File: src/rtl/s3g_master.sv
// S3G packet initiator: frames D5/len/payload/CRC-8 commands towards a UART,
// then receives, checks and streams the response (or an unsolicited packet).
module s3g_master #(
  parameter int MAX_LEN = 32,
  parameter int TIMEOUT = 20000
) (
  input  logic       clk,
  input  logic       rst_n,
  input  logic       start,
  input  logic [7:0] cmd_len,
  input  logic [7:0] cmd_data,
  input  logic       cmd_valid,
  output logic       cmd_ready,
  output logic       busy,
  output logic [7:0] tx_data,
  output logic       tx_wr,
  input  logic       tx_done,
  input  logic [7:0] rx_data,
  input  logic       rx_done,
  output logic [7:0] rsp_data,
  output logic       rsp_valid,
  output logic [7:0] rsp_len,
  output logic       rsp_done,
  output logic [1:0] rsp_status,
  output logic       rsp_unsol
);

  localparam logic [7:0] SYNC      = 8'hD5;
  localparam logic [7:0] MAX_LEN_B = 8'(MAX_LEN);
  localparam int         TW        = $clog2(TIMEOUT + 1);

  localparam logic [1:0] ST_OK      = 2'd0;
  localparam logic [1:0] ST_CRC     = 2'd1;
  localparam logic [1:0] ST_TIMEOUT = 2'd2;
  localparam logic [1:0] ST_LEN     = 2'd3;

  typedef enum logic [3:0] {
    IDLE, TX_SYNC, TX_LEN, TX_PAY, TX_CRC, RX_SYNC, RX_LEN, RX_PAY, RX_CRC
  } state_t;

  state_t        state_q, state_d;
  logic [7:0]    len_q, len_d;
  logic [7:0]    cnt_q, cnt_d;
  logic [7:0]    crc_q, crc_d;
  logic [TW-1:0] timer_q, timer_d;
  logic          in_flight_q, in_flight_d;
  logic [7:0]    tx_data_q, tx_data_d;
  logic          tx_wr_q, tx_wr_d;
  logic [7:0]    rsp_data_q, rsp_data_d;
  logic          rsp_valid_q, rsp_valid_d;
  logic [7:0]    rsp_len_q, rsp_len_d;
  logic          rsp_done_q, rsp_done_d;
  logic [1:0]    rsp_status_q, rsp_status_d;
  logic          rsp_unsol_q, rsp_unsol_d;

  logic rx_state;
  logic timed_out;
  logic accept;

  // iButton CRC-8: reflected poly 0x8C, data shifted in LSB first.
  function automatic logic [7:0] crc8_byte(input logic [7:0] crc, input logic [7:0] d);
    logic [7:0] c;
    c = crc;
    for (int i = 0; i < 8; i++) begin
      if (c[0] ^ d[i]) c = (c >> 1) ^ 8'h8C;
      else             c = c >> 1;
    end
    return c;
  endfunction

  assign cmd_ready  = (state_q == TX_PAY) && !in_flight_q && (cnt_q != len_q);
  assign busy       = (state_q != IDLE);
  assign tx_data    = tx_data_q;
  assign tx_wr      = tx_wr_q;
  assign rsp_data   = rsp_data_q;
  assign rsp_valid  = rsp_valid_q;
  assign rsp_len    = rsp_len_q;
  assign rsp_done   = rsp_done_q;
  assign rsp_status = rsp_status_q;
  assign rsp_unsol  = rsp_unsol_q;

  assign rx_state = (state_q == RX_SYNC) || (state_q == RX_LEN) ||
                    (state_q == RX_PAY)  || (state_q == RX_CRC);
  // Fires one cycle early so the registered rsp_done lands exactly TIMEOUT
  // cycles after the last tx_done/rx_done pulse.
  assign timed_out = rx_state && !rx_done && (timer_q == TW'(TIMEOUT - 2));
  assign accept    = cmd_valid && cmd_ready;

  always_comb begin
    state_d      = state_q;
    len_d        = len_q;
    cnt_d        = cnt_q;
    crc_d        = crc_q;
    timer_d      = rx_state ? timer_q + TW'(1) : timer_q;
    in_flight_d  = in_flight_q;
    tx_data_d    = tx_data_q;
    tx_wr_d      = 1'b0;
    rsp_data_d   = rsp_data_q;
    rsp_valid_d  = 1'b0;
    rsp_len_d    = rsp_len_q;
    rsp_done_d   = 1'b0;
    rsp_status_d = rsp_status_q;
    rsp_unsol_d  = rsp_unsol_q;

    case (state_q)
      IDLE: begin
        // An arriving D5 takes priority over a simultaneous start.
        if (rx_done && rx_data == SYNC) begin
          state_d     = RX_LEN;
          crc_d       = 8'h00;
          timer_d     = '0;
          rsp_unsol_d = 1'b1;
        end else if (start) begin
          len_d       = cmd_len;
          cnt_d       = 8'h00;
          crc_d       = 8'h00;
          tx_wr_d     = 1'b1;
          tx_data_d   = SYNC;
          in_flight_d = 1'b1;
          state_d     = TX_SYNC;
        end
      end
      TX_SYNC: begin
        if (tx_done) begin
          tx_wr_d   = 1'b1;
          tx_data_d = len_q;
          state_d   = TX_LEN;
        end
      end
      TX_LEN: begin
        if (tx_done) begin
          if (len_q == 8'h00) begin
            tx_wr_d   = 1'b1;
            tx_data_d = crc_q;
            state_d   = TX_CRC;
          end else begin
            in_flight_d = 1'b0;
            state_d     = TX_PAY;
          end
        end
      end
      TX_PAY: begin
        if (accept) begin
          tx_wr_d     = 1'b1;
          tx_data_d   = cmd_data;
          crc_d       = crc8_byte(crc_q, cmd_data);
          cnt_d       = 8'(cnt_q + 8'd1);
          in_flight_d = 1'b1;
        end else if (tx_done && in_flight_q) begin
          if (cnt_q == len_q) begin
            tx_wr_d   = 1'b1;
            tx_data_d = crc_q;
            state_d   = TX_CRC;
          end else begin
            in_flight_d = 1'b0;
          end
        end
      end
      TX_CRC: begin
        if (tx_done) begin
          in_flight_d = 1'b0;
          timer_d     = '0;
          state_d     = RX_SYNC;
        end
      end
      RX_SYNC: begin
        if (rx_done) begin
          timer_d = '0;
          if (rx_data == SYNC) begin
            crc_d       = 8'h00;
            rsp_unsol_d = 1'b0;
            state_d     = RX_LEN;
          end
        end
      end
      RX_LEN: begin
        if (rx_done) begin
          timer_d   = '0;
          rsp_len_d = rx_data;
          if (rx_data == 8'h00 || rx_data > MAX_LEN_B) begin
            rsp_done_d   = 1'b1;
            rsp_status_d = ST_LEN;
            state_d      = IDLE;
          end else begin
            cnt_d   = 8'h00;
            state_d = RX_PAY;
          end
        end
      end
      RX_PAY: begin
        // Bytes stream out before the CRC is known; rsp_status tells the consumer.
        if (rx_done) begin
          timer_d     = '0;
          rsp_data_d  = rx_data;
          rsp_valid_d = 1'b1;
          crc_d       = crc8_byte(crc_q, rx_data);
          cnt_d       = 8'(cnt_q + 8'd1);
          if (8'(cnt_q + 8'd1) == rsp_len_q) state_d = RX_CRC;
        end
      end
      RX_CRC: begin
        if (rx_done) begin
          timer_d      = '0;
          rsp_done_d   = 1'b1;
          rsp_status_d = (rx_data == crc_q) ? ST_OK : ST_CRC;
          state_d      = IDLE;
        end
      end
      default: state_d = IDLE;
    endcase

    if (timed_out) begin
      rsp_done_d   = 1'b1;
      rsp_status_d = ST_TIMEOUT;
      state_d      = IDLE;
    end
  end

  always_ff @(posedge clk) begin
    if (!rst_n) begin
      state_q      <= IDLE;
      len_q        <= 8'h00;
      cnt_q        <= 8'h00;
      crc_q        <= 8'h00;
      timer_q      <= '0;
      in_flight_q  <= 1'b0;
      tx_data_q    <= 8'h00;
      tx_wr_q      <= 1'b0;
      rsp_data_q   <= 8'h00;
      rsp_valid_q  <= 1'b0;
      rsp_len_q    <= 8'h00;
      rsp_done_q   <= 1'b0;
      rsp_status_q <= 2'd0;
      rsp_unsol_q  <= 1'b0;
    end else begin
      state_q      <= state_d;
      len_q        <= len_d;
      cnt_q        <= cnt_d;
      crc_q        <= crc_d;
      timer_q      <= timer_d;
      in_flight_q  <= in_flight_d;
      tx_data_q    <= tx_data_d;
      tx_wr_q      <= tx_wr_d;
      rsp_data_q   <= rsp_data_d;
      rsp_valid_q  <= rsp_valid_d;
      rsp_len_q    <= rsp_len_d;
      rsp_done_q   <= rsp_done_d;
      rsp_status_q <= rsp_status_d;
      rsp_unsol_q  <= rsp_unsol_d;
    end
  end

endmodule

File: config.mk
export PLATFORM = sky130hd
export DESIGN_NAME = s3g_master
export DESIGN_NICKNAME = d
export VERILOG_FILES = /design/src/rtl/s3g_master.sv
export SDC_FILE = /design/constraint.sdc
export NUM_CORES = 1
export LEC_CHECK = 0
export ABC_CLOCK_PERIOD_IN_PS = 2140
export CORE_MARGIN = 10
export CORE_UTILIZATION = 25
export DETAILED_ROUTE_END_ITERATION = 7
export PLACE_DENSITY_LB_ADDON = 0.08
export SYNTH_ARGS = -nofsm -noshare
export SYNTH_HDL_FRONTEND = slang
export SYNTH_SLANG_ARGS = --single-unit
File: constraint.sdc
create_clock -name clk -period 2.14 [get_ports clk]
set_input_delay 0.428 -clock clk [delete_from_list [all_inputs] [get_ports clk]]
set_output_delay 0.428 -clock clk [all_outputs]
set_load 0.005 [all_outputs]
# Yosys cells after proc, flatten, opt, wreduce, memory -nomap -nowiden
# Index checks and enable logic that the tools add are counted.
[classes]
add_sub_neg = 2
order_cmp = 1
eq_ne = 41
mux = 121
n_bitwise = 33
n_reduce_logical = 38
[ops]
columns = ["cell", "count"]
rows = [
  ["8-bit two-way mux", 63],
  ["8-bit case mux with 4 select lines", 3],
  ["15-bit two-way mux", 4],
  ["4-bit two-way mux", 14],
  ["2-bit inverter with 3-bit output", 15],
  ["15-bit case mux with 3 select lines", 1],
  ["4-bit case mux with 9 select lines", 1],
  ["2-bit != test, second input constant", 15],
  ["8-bit == test", 3],
  ["1-bit two-way mux", 24],
  ["4-bit nonzero test", 5],
  ["4-bit by 3-bit == test with 1-bit output, second input constant", 4],
  ["8-bit logical NOT", 2],
  ["8-bit AND reduction", 2],
  ["1-bit XOR", 16],
  ["15-bit by 1-bit adder with 15-bit output, second input constant", 1],
  ["15-bit == test, second input constant", 1],
  ["13-bit AND reduction", 1],
  ["3-bit != test, second input constant", 4],
  ["4-bit AND reduction", 3],
  ["2-bit by 1-bit != test with 1-bit output, second input constant", 5],
  ["3-bit by 2-bit != test with 1-bit output, second input constant", 3],
  ["8-bit by 1-bit adder with 8-bit output, second input constant", 1],
  ["4-bit by 2-bit == test with 1-bit output, second input constant", 2],
  ["23 further kinds", 43],
]
[word_totals]
register_bits = 74
input_bits = 30
output_inout_bits = 32
elab_cells = 251

# Logic depth before layout (Yosys ltp)
[depth]
word_depth = 34
mapped_depth = 9

# Least setup slack after synthesis
# Ideal clock, no wire load.
[synth_timing]
kind = "register to register"
start = "register state_q[0]"
end = "register state_q[2]"
setup_ns = 0.129
arrival_ns = 1.804
t_required_ns = 2.011
setup_slack_ns = 0.207
stages_incl_launch_ff = 9
path_cell_list = "dfxtp_1 > buf_6 > or2_2 > a22oi_1 > o21ai_1 > or3_1 > buf_2 > o311ai_1 > a21oi_1"
[synth_between]
elab_chain_len = 7
elab_cells_between_ends = 33
classes_between = "eq/ne: 21; mux: 1; reduce/logical: 11"
[synth_lines]
columns = ["element", "line_no", "source"]
rows = [
  ["start: declaration", "41", "state_t state_q, state_d;"],
  ["start signal: assignment", "236", "state_q <= state_d;"],
  ["branches (longest 7 deep; another with 13-bit AND reduction)", "-", ""],
]
# Several ways; the timed one is not identified.
# A chain may end at the register's enable or synchronous reset.

# Worst setup path after layout
[layout_timing]
start = "register len_q[7]"
end = "register state_q[0]"
[layout_between]
elab_chain_len = 5
elab_cells_between_ends = 11
classes_between = "eq/ne: 4; mux: 3; reduce/logical: 4"
[layout_lines]
columns = ["element", "line_no", "source"]
rows = [
  ["start: declaration", "42", "logic [7:0] len_q, len_d;"],
  ["start signal: assignment", "237", "len_q <= len_d;"],
  ["8-bit != test", "71", "assign cmd_ready = (state_q == TX_PAY) && !in_flight_q && (cnt_q != len_q);"],
  ["1-bit logical AND", "71", ""],
  ["1-bit logical AND", "87", "assign accept = cmd_valid && cmd_ready;"],
  ["2-bit != test (no line)", "-", ""],
  ["13-bit AND reduction (no line)", "-", ""],
]
# Several ways; a longest one is shown, not always the timed one. The select of a mux whose other input is x is not followed.

==> results.md <==
- Outcome: finished clean
- Max clock buf depth: 2
- Cell Area, Placed: 6070 sq um
- Pwr/cell area: 1040 nW/um^2
- CP cell instances: buf_4 -> or4_1 -> nor2_1 -> a2bb2oi_1 -> nand3_1 -> o221ai_1 -> a21oi_1
- Worst min path class: input port to register
- Total length of routed wires: 16,900 um
- Syn_area_per_cell: 8.51 sq um
- Share of layout cells above drive strength 1: 0.249
- Std cell rows: 49
- Most common cell after layout, fill and taps aside: buf_4
- Pin count of the biggest net entering global routing: 32
- DIE AREA: 23,900 sq um
- # fillers: 1,826
- WL/cell: 18.5 um
- Clk_lat worst skew: 0.34 ns
- Fin. Hold Viols: 0
- N_diodes: 0
- Final period util: 0.971
- Initial antenna violation count: 0
- Synth-to-Final Area Change: 45.3%
- Multi-input gate area: 3000 sq um
- Crit Path Max Fanout: 4
- Startpoint Class: register
- Die H: 155 um
- Cell Area, Synth: 4530 sq um
- DR vias/cell: 4.98
- Worst-Margin Slew: 0.481 ns
- Slew Limit Fails: 0
- Storage cell area: 1500 sq um
- Routed vias: 4,570
- Gr usage total: 0.140
- Crit Path Category: register to register
- CTS tree: done
- DR iter-0 viols: 228
- Worst Setup End Kind: register
- Setup TNS: 0 ns
- Post-Syn Nets: 565
- Layout Nets: 717
- Maxcap violations: 0
- Ys async rst share: 0
- Clock sinks: 74
- Post-synthesis register bit count: 74
- Peak Freq: 481 MHz
- Fin crit period: 2.08 ns
- H-tree levels: 3
- Critical Path RT: 2.36 ns
- Hpwl dp: 13,400 um
- Core Box Area: 17,900 sq um
- CTS buffer count: 9
- RSZ-0062 raised after global routing: no
- Commonest cells after routing, fill and taps aside: buf_4 (102), dfxtp_1 (63), xnor2_1 (51)
- Top_reg_cell synth: dfxtp_1
- First-pass DRT Iterations: 7
- Clk slew on worst S/H paths: 0.06 ns
- Final Skew: 0.00426 ns
- # setup viols final: 0
- I/O Buffers: 61
- First-pass GRT wire length: 26,600 um
- Number of enable flip-flop cells after synthesis: 0
- Synth Instances: 532
- Congestion Overflow GR: 0
- Final Util: 0.367
- DRC violations left: 0
- Yosys warnings: 0
- Crit-path slowest cell: or4_1
- Starting density of the core: 0.253
- Worst path max stage delay: 0.56 ns
- Final instance area: 6580 sq um
- WP data arrival: 2.30 ns
- Die Wd: 155 um
- Number of distinct library cells after synthesis: 74
- Worst vdd ir: 0.000468 V
- Clock root cell: clkbuf_16
- Vias in the first global route: 4,596
- Slew HR: 0.676
- Post-synthesis sequential area ratio: 0.327
- Routability Congestion: 0.867
- I/O Pins: 62
- Post-route ant nets: 0
- Pleak: 2.64 nW
[Yosys cell counts, types with 3 or more instances]
cell | number | share of area
xor2_1 | 25 | 0.048
nand4_1 | 8 | 0.011
nor2_1 | 50 | 0.041
dfxtp_1 | 74 | 0.33
ha_1 | 3 | 0.0083
buf_6 | 3 | 0.0075
a222oi_1 | 5 | 0.011
a21oi_1 | 35 | 0.039
and3_1 | 11 | 0.015
a211oi_1 | 4 | 0.0066
nor3_1 | 7 | 0.0077
nor4_1 | 7 | 0.0097
o22ai_1 | 5 | 0.0069
or3_1 | 5 | 0.0069
and2_1 | 4 | 0.0055
nand2b_1 | 5 | 0.0069
inv_1 | 8 | 0.0066
o211a_1 | 4 | 0.0088
o21ai_0 | 21 | 0.023
or4_1 | 6 | 0.010
o31ai_1 | 5 | 0.0083
o31a_1 | 3 | 0.0058
mux2i_1 | 18 | 0.040
o221ai_1 | 7 | 0.014
a22oi_1 | 4 | 0.0066
a2bb2oi_1 | 3 | 0.0058
o21ai_1 | 4 | 0.0044
nand2_1 | 40 | 0.033
clkbuf_1 | 16 | 0.013
buf_2 | 9 | 0.010
nand3_1 | 29 | 0.032
xnor2_1 | 51 | 0.099
[worst max-delay path: cells and delay by family (launching register included)]
| family | cells | cell delay, ns |
|---|---|---|
| simple gates | 3 | 0.84 |
| flops | 1 | 0.37 |
| compound gates | 3 | 0.60 |
| buf+inv | 1 | 0.15 |
[path summary, 6_finish.rpt]
kind | startpoint | end | slack (ns) | cells after the start
max | len_q[7] | state_q[0] | 0.06 | 7
min | rx_data[0] | rsp_len[0] | 0.40 | 3
max reg2reg | len_q[7] | state_q[0] | 0.06 | 7
min reg2reg | rsp_status[0] | rsp_status[0] | 0.45 | 2
[stage by stage]
stage	setup WS, ns	total power [mW]	hold WS (ns)	std cells
final	0.0611	6.83	0.396	917
after global placement	-0.556	5.08	0.445	894
after CTS	0.00537	6.78	0.452	914
after global routing	0.00746	7.27	0.446	917
after detailed placement	-0.563	5.11	0.443	894
after floorplan	0.207	3.70	0.439	532
[metal layers]
| metal | up-vias | GRT usage | wire, um | share of wire |
|---|---|---|---|---|
| li1 | 2259 | - | - | - |
| met1 | 2191 | 0.179 | 7950 | 0.47 |
| met2 | 99 | 0.232 | 8060 | 0.48 |
| met3 | 21 | 0.0297 | 654 | 0.039 |
| met4 | 0 | 0.0400 | 278 | 0.016 |
| met5 | - | 0 | 0 | 0 |
[what timing repair did]
| item | 4_1_cts | 5_1_grt |
|---|---|---|
| buffers inserted | 5 | 3 |
| endpoints found under the setup margin | 56 | 25 |
| hold buffers | 0 | 0 |
| resized for setup | 28 | 27 |
| pin swaps | 6 | 3 |
[where the power goes]
part	leakage [nW]	internal, mW	switching [mW]
logic	1.89	1.78	1.79
clock network	0.142	0.924	0.573
registers	0.606	1.56	0.210
total	2.64	4.26	2.57
[logic make-up (layout without fill, tap and decap cells)]
group	count (synthesis)	after routing	share of synthesized area
AND/OR/NAND/NOR	199	199	0.240
AO/OA/AOI/OAI	123	123	0.194
XOR/XNOR	76	76	0.147
flip-flops	74	74	0.327
buffers and inverters	37	193	0.0390
multiplexers	19	19	0.0423
adder cells (fa/ha/maj)	4	4	0.0105
[layout make-up]
class / instances / share of cell area
Multi-Input combinational cell: 421 / 0.456
Sequential cell: 74 / 0.227
Timing Repair Buffer: 170 / 0.225
Tap cell: 229 / 0.0436
Clock buffer: 12 / 0.0375
Clock inverter: 3 / 0.00609
Inverter: 8 / 0.00457
[state kept, by name, summed over array words and instances, names as in the netlist]
register	count
state_q	4
tx_data	8
len_q	8
tx_wr	1
rsp_data	8
in_flight_q	1
rsp_valid	1
crc_q	8
rsp_status	2
rsp_unsol	1
rsp_len	8
timer_q	15
rsp_done	1
cnt_q	8
Note: power is estimated with default switching activity, not from simulation.
==> patch: new RTL, same flow settings <==
`TIMEOUT`: 20000 -> 5000.
--- a/src/rtl/s3g_master.sv
+++ b/src/rtl/s3g_master.sv
@@ -3,5 +3,5 @@
 module s3g_master #(
   parameter int MAX_LEN = 32,
-  parameter int TIMEOUT = 20000
+  parameter int TIMEOUT = 5000
 ) (
   input  logic       clk,
Formal check against the unedited RTL: same outputs for any inputs over 4 cycles, from zero or initial values and one cycle with rst_n low; that may be too few to reach the edited logic, so the function may still have changed.
==> patch against the unedited design <==
- the run now ends with negative setup slack left
- critical endpoint is now cnt_q[5]$_SDFFE_PN0P_
- largest power group unchanged
- sequential cell count down 2
- cell area up 5.6%
- power up 14%
- largest cell class unchanged
- die area down 1.6%
- wire length up 2.9%
- first-iteration DRC count down 22%
- synthesized area down 1.9%
- worst setup slack worse by 0.066 ns
==> patch: results (changes against the unedited design) <==
[run_status]
status = finished with violations
violations = negative setup slack

[placement]
hpwl_um = 13280  ; -0.57%
numPortBuffers = 61  ; unchanged
dp_cells = 913  ; +2.1%
gp_congestion = 0.8283  ; -4.5%

[logic_synthesis]
synth_mux_area_share_pct = 2.508  ; -1.7 points
synth_commonest_cells = dfxtp_1, xnor2_1, nor2_1, a21oi_1, nand2_1
postSynthCellCount = 532  ; unchanged
synth_xor_area_share_pct = 13.55  ; -1.2 points
synthAdderAreaFrac_pct = 1.071  ; +0.020 points
ys_types = 64  ; -14%
synth_area_leaders = dfxtp_1, xnor2_1, a21oi_1, nor2_1, nand3_1
syn_nets = 565  ; unchanged
synthArstFlopShare_pct = 0  ; unchanged
synth_compound_gate_area_share_pct = 21.95  ; +2.6 points
yosysSeqAreaShare_pct = 32.46  ; -0.27 points
synth_warnings = 0  ; unchanged

[hold_path]
hold_path_class = register to register
min_from = rsp_data[2]$_SDFFE_PN0P_

[global_routing]
antenna_found_initial = 0  ; unchanged
grt_util_all_layers_pct = 14.33  ; +0.31 points
grt_pass1_vias = 4546  ; -1.1%
grt_max_degree = 38  ; +19%
grt_pass1_wl_um = 26940  ; +1.4%

[route]
drtIter0Drc = 178  ; -22%
wl_per_cell_um = 18.53  ; +0.26%
dr.pass1.iters = 5  ; -2
via_count = 4669  ; +2.2%
drt-total-wl_um = 17440  ; +2.9%

[pwr]
power.internal_w = 0.004735  ; +11%
p_leak_nw = 2.579  ; -2.2%
peakVddDrop_v = 0.0005548  ; +19%

[final_layout]
drive_above_1_share_pct = 31.70  ; +6.8 points
largest_reg_flops = 13  ; -2
fillerInstances = 1781  ; -2.5%
num_antenna_cells = 0  ; unchanged
max_flop_register = timer_q
final_net_count = 744  ; +3.8%

[timing]
worst_pin_slew_ns = 0.5778  ; +0.09638 ns
finalSetupViolations = 3  ; +3
fin_ws_ns = -0.004965  ; -0.06611 ns
finalClockSkew_ns = 0.007622  ; +0.003363 ns

[worst_setup_path]
timing.rr.start = cnt_q[6]$_SDFFE_PN0P_
crit_start = rx_data[5]
cp.arrival_ns = 2.39  ; +0.09 ns
path_max_fanout = 7  ; +3

[clock_network]
htreeDepth = 3  ; unchanged
cts_buffer_depth = 2  ; unchanged
cts_root_buf = clkbuf_16
path_clk_slew_ns = 0.07

## patch: what timing repair did
item | 4_1_cts | 5_1_grt
buffers inserted | 3 | 6
endpoints found under the setup margin | 30 | 38
gates cloned | 1 | 2
gates resized for setup | 34 | 63
pin swaps | 11 | 23
## patch: area by class of cell
cell class | instances | area share, %
sequential | 72 | 20.99
timing repair buffer | 200 | 24.52
clock inverter | 6 | 0.9730
multi-input combinational | 415 | 45.32
clock buffer | 10 | 3.441
inverter | 13 | 0.7027
tap | 225 | 4.054
## patch: path summary, 6_finish.rpt
check | cells after the start | to | slack [ns]
max | 6 | cnt_q[5]$_SDFFE_PN0P_ | -0.005
min | 2 | rsp_data[2]$_SDFFE_PN0P_ | 0.46
max reg2reg | 6 | state_q[1]$_SDFFE_PP0P_ | -0.005
min reg2reg | 2 | rsp_data[2]$_SDFFE_PN0P_ | 0.46
## patch: worst max-delay path, cell delays in order
cell             delay (ns)
clkdlybuf4s50_1        0.48
and4b_2                0.31
nand4_1                0.25
o2111ai_4              0.20
or3_4                  0.51
o41ai_2                0.21
## patch: cell families (layout without fill, tap and decap cells)
family                     after synthesis  in the layout
and+or+nand+nor                        199            199
AOI/OAI and AO/OA                      132            134
DFF                                     72             72
xor gates and xnor gates                67             67
buffers and inverters                   47            229
muxes                                   11             11
adders and majority gates                4              4
## patch: power groups by stage
stage	registers, W	clock network (W)	logic [W]
3_3_place_gp	0.00175	0	0.00388
4_1_cts	0.00173	0.00164	0.00410
3_5_place_dp	0.00175	0	0.00387
2_1_floorplan	0.00171	0	0.00221
6_report	0.00175	0.00159	0.00448
5_1_grt	0.00177	0.00170	0.00486
## patch: stage by stage
stage          setup slack, ns   TNS [ns]  cell area, um^2
2_1_floorplan         0.006307          0             4441
3_3_place_gp           -0.5635     -17.71             6142
3_5_place_dp           -0.5974     -18.68             6142
4_1_cts               -0.01875   -0.01875             6610
5_1_grt                -0.1153    -0.9047             6944
6_report             -0.004965  -0.009585             6944
## patch: metal layers
metal / track usage (%) / wire [um]
met2: 21.82 / 7700
met5: 0 / 0
met3: 3.030 / 727
met1: 20.11 / 8828
met4: 3.134 / 180
